$ cat src/rtl/spn_cu_pkg.sv
// spn_cu_pkg: shared SPN core types plus scheduler state, requester count and status lookup
package spn_cu_pkg;
   typedef enum logic [1:0] {no_op = 2'b00, encrypt = 2'b01, decrypt = 2'b10, undefined = 2'b11} opcode_t;
   typedef enum logic [1:0] {
      unsuccessful          = 2'b00,
      successful_encryption = 2'b01,
      successful_decryption = 2'b10,
      invalid_status        = 2'b11
   } valid_t;
   typedef enum logic [1:0] {IDLE, BUSY, RESP} sched_state_t;
   localparam int N_REQ = 2;
   function automatic valid_t expected_valid(opcode_t op);
      return op == encrypt ? successful_encryption : op == decrypt ? successful_decryption : unsuccessful;
   endfunction
endpackage

$ cat src/rtl/spn_cu_rr_arbiter.sv
// spn_cu_rr_arbiter: combinational 2-way round-robin arbiter
//   req        in   per-requester request
//   last_grant in   index of the most recent winner
//   grant      out  one-hot winner, 0 when nobody requests
module spn_cu_rr_arbiter
   import spn_cu_pkg::*;
(
   input  logic [N_REQ-1:0] req,
   input  logic             last_grant,
   output logic [N_REQ-1:0] grant
);
   always_comb grant = &req ? (last_grant ? 2'b01 : 2'b10) : req;
endmodule

$ cat src/rtl/spn_cu_scheduler.sv
// spn_cu_scheduler: shares one SPN core between two requesters, one operation in flight
//   req_*   valid/ready request channel per requester (opcode, data, key)
//   resp_*  valid/ready response channel; resp_data/resp_ok shared, qualified by resp_valid
//   core_*  drive and capture the core's opcode/data/key and data_out/valid
module spn_cu_scheduler
   import spn_cu_pkg::*;
#(
   parameter int CORE_LATENCY = 2
) (
   input  logic                   clk,
   input  logic                   rst,
   input  logic [N_REQ-1:0]       req_valid,
   output logic [N_REQ-1:0]       req_ready,
   input  opcode_t [N_REQ-1:0]    req_opcode,
   input  logic [N_REQ-1:0][15:0] req_data,
   input  logic [N_REQ-1:0][31:0] req_key,
   output logic [N_REQ-1:0]       resp_valid,
   input  logic [N_REQ-1:0]       resp_ready,
   output logic [15:0]            resp_data,
   output logic                   resp_ok,
   output opcode_t                core_opcode,
   output logic [15:0]            core_data_in,
   output logic [31:0]            core_key,
   input  logic [15:0]            core_data_out,
   input  valid_t                 core_valid
);
   localparam int CW = $clog2(CORE_LATENCY + 1);
   sched_state_t    state, state_nxt;
   logic            owner, last_grant, g, accept, legal, done, resp_done;
   logic [CW-1:0]   cnt;
   logic [N_REQ-1:0] grant;
   opcode_t         sel_op;
   spn_cu_rr_arbiter u_arb (.req(req_valid), .last_grant(last_grant), .grant(grant));
   assign g         = grant[1];
   assign sel_op    = req_opcode[g];
   assign legal     = sel_op == encrypt || sel_op == decrypt;
   assign accept    = |req_ready;
   assign done      = state == BUSY && cnt == CW'(CORE_LATENCY);
   assign resp_done = state == RESP && resp_ready[owner];
   always_comb begin
      req_ready  = state == IDLE ? grant : '0;
      resp_valid = state == RESP ? (N_REQ'(1) << owner) : '0;
      state_nxt  = accept ? (legal ? BUSY : RESP) : done ? RESP : resp_done ? IDLE : state;
   end
   always_ff @(posedge clk or posedge rst)
      if (rst) state <= IDLE;
      else     state <= state_nxt;
   always_ff @(posedge clk or posedge rst) begin
      if (rst) begin
         owner        <= 1'b0;
         last_grant   <= 1'b1;
         cnt          <= '0;
         resp_data    <= '0;
         resp_ok      <= 1'b0;
         core_opcode  <= no_op;
         core_data_in <= '0;
         core_key     <= '0;
      end else if (accept) begin
         owner      <= g;
         last_grant <= g;
         cnt        <= '0;
         if (legal) begin
            core_opcode  <= sel_op;
            core_data_in <= req_data[g];
            core_key     <= req_key[g];
         end else begin
            resp_data <= '0;
            resp_ok   <= 1'b0;
         end
      end else if (state == BUSY) begin
         cnt <= &cnt ? cnt : cnt + 1'b1;
         if (done) begin
            resp_data   <= core_data_out;
            resp_ok     <= core_valid == expected_valid(core_opcode);
            core_opcode <= no_op;
         end
      end
   end
endmodule
$ cat config.mk
export PLATFORM = sky130hd
export DESIGN_NAME = spn_cu_scheduler
export DESIGN_NICKNAME = d
export VERILOG_FILES = /design/src/rtl/spn_cu_pkg.sv /design/src/rtl/spn_cu_rr_arbiter.sv /design/src/rtl/spn_cu_scheduler.sv
export SDC_FILE = /design/constraint.sdc
export NUM_CORES = 1
export LEC_CHECK = 0
export BUFFER_PORTS_ARGS = -buffer_cell sky130_fd_sc_hd__buf_2
export CAP_MARGIN = 20
export CORE_UTILIZATION = 48
export CTS_BUF_LIST = sky130_fd_sc_hd__clkbuf_16
export DETAILED_ROUTE_END_ITERATION = 8
export GPL_TIMING_DRIVEN = 0
export PLACE_DENSITY = 0.83
export SLEW_MARGIN = 30
export SYNTH_ARGS = -nofsm -noshare
export SYNTH_HDL_FRONTEND = slang
export SYNTH_SLANG_ARGS = --single-unit
export TNS_END_PERCENT = 30
$ cat constraint.sdc
create_clock -name clk -period 3.9 [get_ports clk]
set_clock_uncertainty 0.1 [all_clocks]
set_input_delay 0.195 -clock clk [delete_from_list [all_inputs] [get_ports clk]]
set_output_delay 0.195 -clock clk [all_outputs]
set_load 0.01 [all_outputs]
==> results.tsv, run 1 <==
metric	value	unit
intPower	2.24	mW
num_io_pins	195	
p_sw	1.16	mW
n_antenna_cell	0	
maxCapViolations	0	
fp.dieH	88.0	um
routed_wl	8.67	mm
comb_power_share	42.0	%
stdcell_count	571	
worstPathArrival	2.29	ns
vias	2891	
synth_cell_types	35	
clk_latency	0.32	ns
hpwlAfterDp	6.52	mm
rrSetupSlack	1.70	ns
path_buf_inv	3	
cp-endpoint	core_key[1]	
cts_buffer_depth	2	
endpoint_kind	flop	
worstPathMaxFanout	10	
io_buffer_count	194	
relSlewSlack	62.5	%
rr_endpoint	core_key[1]	
synth_top_family_by_area	multiplexers	
synth_compound_area_share	8.21	%
nets	596	
critPathMostFrequentCell	buf_6	
grt_pass1_wl	13.9	mm
grtUsageTotal	23.7	%
final_cell_mix	buf_2 (200), mux2_2 (78), dfrtp_1 (72)	
cp-start-kind	flop	
die_w	88.0	um
yosysTopAreaCell	dfrtp_1	
synth_area_leaders	dfrtp_1 (51%), mux2_2 (25%), mux2_1 (5.7%)	
path_class	flop to flop	
core_area	6980	sq um
crit_chain	buf_2 -> nor2_4 -> o21ai_1 -> nor3_2 -> buf_6 -> buf_6 -> mux2_1	
antenna_found_initial	0	
fin_crit_sh	56.3	%
synth_xor_area_share	0.987	%
first_pass_iters	4	
hold_viol	0	
dp.cells	552	
root_buffer	clkbuf_16	
peakVddDrop	0.000362	V
outcome	finished, final reports clean	
synth_top_area_share	50.7	%
grt_pass1_vias	2995	
clockPowerShare	20.7	%
leakage	2.52	nW
drv_slew	0	
ant_nets	0	
syn_area_per_cell	13.6	sq um
drc	0	
worst_pin_slew	0.563	ns
synth_nets	387	
rows	30	
seq_power_share	37.3	%
cts_tree	done	
final.setup.tns	0	ns
rr_worst_depth	7	
synth-seq-cells	73	
place.gp.congestion	0.801	
startpoint	state[0]	
initial_core_util	50.9	%
crit_cells	7	
drt_iter0_markers	39	
final_layout_size_suffix_gt1_share	63.4	%
dieArea	7750	sq um
holdPathStages	2	
synth_mux_area_share	31.3	%
min_period	2.20	ns
area_growth	39.4	%
yosys_warnings	0	
synth_fa_ha_area_share	1.27	%
min_path_type	primary input to flop	
viasPerCell	5.06	
hold_ws	0.00948	ns
synth_area	3550	sq um
cts.sinks	73	
p_total	3.41	mW
grt_overflow	0	
path_delay_family	buffers and inverters	
crit_required	3.99	ns
reg2reg_from	state[0]	
setup_viol	0	
cts_buffers	9	
slowest_stage	nor3_2	
ys_seq_area_share	51.5	%
powerDensity	688	nW/um^2
path_clk_slew	0.05	ns
synth-simple-area-share	3.70	%
max_stage_delay	0.38	ns
syn_inst	261	
layout_commonest_cell	buf_2	
fmax	0.455	GHz
cts_max_level	3	
netSwitchingFraction	34.2	%
fin_util	70.9	%
cts_resized	0	
wl_per_cell	15.2	um
rsz0062_at_grt	no	
grt_start_max_net_pins	39	
[cells in the mapped netlist, drive strengths merged]
master	instances
a211o	1
mux2i	3
xor2	2
a21oi	5
or4bb	1
dfrtp	72
maj3	2
inv	8
a22o	17
o21ai	5
dfstp	1
and2	2
a211oi	2
a31oi	1
mux2	96
buf	9
nor3b	4
o31ai	1
nand2	6
o21bai	1
nor2	6
ha	2
nor3	3
a21boi	1
a21o	1
xnor2	2
o21a	1
clkbuf	6
[power groups by stage]
stage	Clock (mW)	Combinational [mW]	Sequential [mW]
after global placement	0	1.40	1.26
after global routing	0.755	1.56	1.32
after CTS	0.719	1.45	1.27
final	0.706	1.43	1.27
after detailed placement	0	1.44	1.27
after floorplan	0	0.739	1.42
[worst min-delay path by stage]
stage	start	endpoint	slack (ns)
floorplan	req_valid[0]	last_grant	0.16
global placement	core_data_out[13]	resp_data[13]	0.32
detailed placement	rst	core_key[28]	0.15
CTS	core_data_out[15]	resp_data[15]	0.001
global route	core_data_out[14]	resp_data[14]	0.004
finish	core_data_out[9]	resp_data[9]	0.009
[metal layers]
metal  wire length (um)  vias to the layer above  GRT usage, %
met5                  0                        -             0
met4                183                        0          9.68
met3                660                       16          6.79
met2               4430                      120          42.6
met1               3390                     1392          26.3
li1                   -                     1363             -
[logic make-up (layout without fill, tap and decap cells)]
family                     after synthesis  after routing
AOI/OAI and AO/OA                       36             36
xor gates and xnor gates                 4              4
and+or+nand+nor                         22             22
buffers and inverters                   23            237
muxes                                   99             99
adders and majority gates                4              4
DFF                                     73             73
[final cells by class]
cell class	instances	area, sq um
repair buffers	198	1020
multi-input cells	165	1610
clock inverters	7	31.3
fillers	511	2030
inverters	8	32.5
well taps	96	120
plain buffers	15	78.8
clock buffers	9	225
flip-flops and latches	73	1830
[flip-flops by register name, summed over array words and instances, names as in the netlist]
signal and cells:
resp_data 16, state 2, owner 1, cnt 2, core_opcode 2, resp_ok 1
core_data_in 16, core_key 32, last_grant 1
[metrics by stage]
step | setup slack, ns | instance area, sq um
finish | 1.70 | 4950
global route | 1.56 | 4950
CTS | 1.65 | 4940
detailed placement | 1.67 | 4660
global placement | 0.896 | 4640
floorplan | 1.75 | 3550
[repair_timing]
action	CTS	global route
hold endpoints to repair	36	1
buffers inserted	0	0
hold buffers	2	1
(Power assumes the default switching activity.)
==> run 2: changes to the inputs <==
CORE_UTILIZATION = 40   (was 48)
PLACE_DENSITY = 0.74   (was 0.83)
clock period = 1.8 ns   (was 3.9 ns; I/O delays follow)
==> run 2 against run 1 <==
The flow now finishes with violations (negative setup slack). Sequential share of layout area is 4.6 points lower. Die area is 20% higher. Core utilization is 5.7 points lower.
==> results.tsv, run 2 (synthesis gave the netlist of run 1 again) <==
metric	value	unit
final_cell_mix	buf_2 (194), dfrtp_1 (72), mux2_2 (58)	
fin_crit_sh	104	%
fp.dieH	96.2	um
routed_wl	9.30	mm
grt_start_max_net_pins	28	
die_w	96.2	um
top_regs	core_key (32), core_data_in (16), resp_data (16)	
ant_nets	0	
root_buffer	clkbuf_16	
maxCapViolations	0	
leakage	2.86	nW
violations	negative setup slack	
reg2reg_from	last_grant	
nets	624	
wl_per_cell	15.2	um
fmax	0.533	GHz
hold_viol	0	
dp.cells	565	
rsz0062_at_grt	yes	
antenna_found_initial	0	
worstPathMaxFanout	4	
peakVddDrop	0.000729	V
rrSetupSlack	-0.08	ns
cts_max_level	3	
io_buffer_count	194	
largest-register	core_key	
multi_input_area	1820	sq um
outcome	finished, violations left	
worst_pin_slew	0.612	ns
hpwlAfterDp	6.31	mm
place.gp.congestion	0.759	
grt_pass1_vias	2833	
path_clk_slew	0.06	ns
cp-start-kind	flop	
drt_iter0_markers	76	
vias	3017	
num_io_pins	195	
first_pass_iters	6	
drv_slew	0	
cts_tree	done	
rr_endpoint	core_data_in[3]	
crit_required	1.91	ns
path_class	flop to flop	
min_path_type	primary input to flop	
drc	0	
layout_commonest_cell	buf_2	
min_period	1.88	ns
place_ws	-0.500	ns
finalWorstSetupSlack	-0.0772	ns
grt_overflow	0	
final.setup.tns	-2.35	ns
dieArea	9260	sq um
cts.sinks	73	
seq_area	1830	sq um
core_area	8680	sq um
worstPathArrival	1.98	ns
rr_worst_depth	6	
hold_ws	0.0265	ns
stdcell_count	611	
final_layout_size_suffix_gt1_share	68.4	%
rows	34	
cts_buffers	9	
endpoint_kind	flop	
n_antenna_cell	0	
grtUsageTotal	19.1	%
min-delay-start	req_key[29]	
area_growth	59.5	%
grt_pass1_wl	13.4	mm
viasPerCell	4.94	
hold_path_end	core_key[29]	
holdPathStages	3	
initial_core_util	40.9	%
relSlewSlack	59.1	%
cts_buffer_depth	2	
n_fill_cell	652	
clk_latency	0.32	ns
largest_reg_flops	32	
powerDensity	1540	nW/um^2
setup_viol	48	
run 2: cell type report:
class,instances,share of cell area [%]
inverter,8,0.597
tap,108,2.39
timing repair buffer,225,23.8
clock buffer,9,3.98
sequential,73,32.3
clock inverter,7,1.68
buffer,15,3.07
multi-input combinational,166,32.2
run 2: worst max path at each step:
| stage | depth (start not counted) | end | slack, ns | startpoint |
|---|---|---|---|---|
| 2_1_floorplan | 7 | core_data_in[10] | -0.12 | state[0] |
| 3_3_place_gp | 7 | core_key[2] | -0.48 | state[0] |
| 3_5_place_dp | 7 | core_key[2] | -0.50 | state[0] |
| 4_1_cts | 6 | core_data_in[8] | -0.17 | last_grant |
| 5_1_grt | 7 | core_key[7] | -0.15 | state[0] |
| 6_report | 6 | core_data_in[3] | -0.08 | last_grant |
run 2: where the power goes:
part	total (mW)	leakage, nW	switching, mW	internal, mW
combinational	4.04	1.81	1.73	2.30
clock	1.91	0.155	0.693	1.21
sequential	2.78	0.902	0.396	2.38
run 2: repair_timing:
item	4_1_cts	5_1_grt
buffers inserted	7	1
setup endpoints to repair	61	60
pin swaps	4	9
gates cloned	2	1
hold buffers	19	0
gates resized for setup	53	35
endpoints found under the hold margin	43	0
run 2: layer usage:
| metal | vias up | global-route usage (%) | wire length (um) |
|---|---|---|---|
| met5 | - | 0 | 0 |
| met4 | 0 | 5.60 | 63 |
| met3 | 6 | 3.87 | 521 |
| met2 | 124 | 33.8 | 4690 |
| met1 | 1466 | 23.4 | 4030 |
| li1 | 1421 | - | - |
run 2: critical path, cell delays in order, from the launching register on:
cell and delay [ns]:
dfstp_2 0.56, a21boi_4 0.09, and2_4 0.18, nor3_4 0.19, buf_6 0.19, clkbuf_16 0.16, mux2_4 0.29
run 2: stage by stage:
stage               utilization, %  power (mW)  area (sq um)
floorplan                        -        4.68          3550
global placement              53.7        5.77          4660
detailed placement            54.3        5.88          4710
CTS                           63.4        8.44          5500
global route                  65.3        9.23          5660
finish                        65.3        8.72          5660
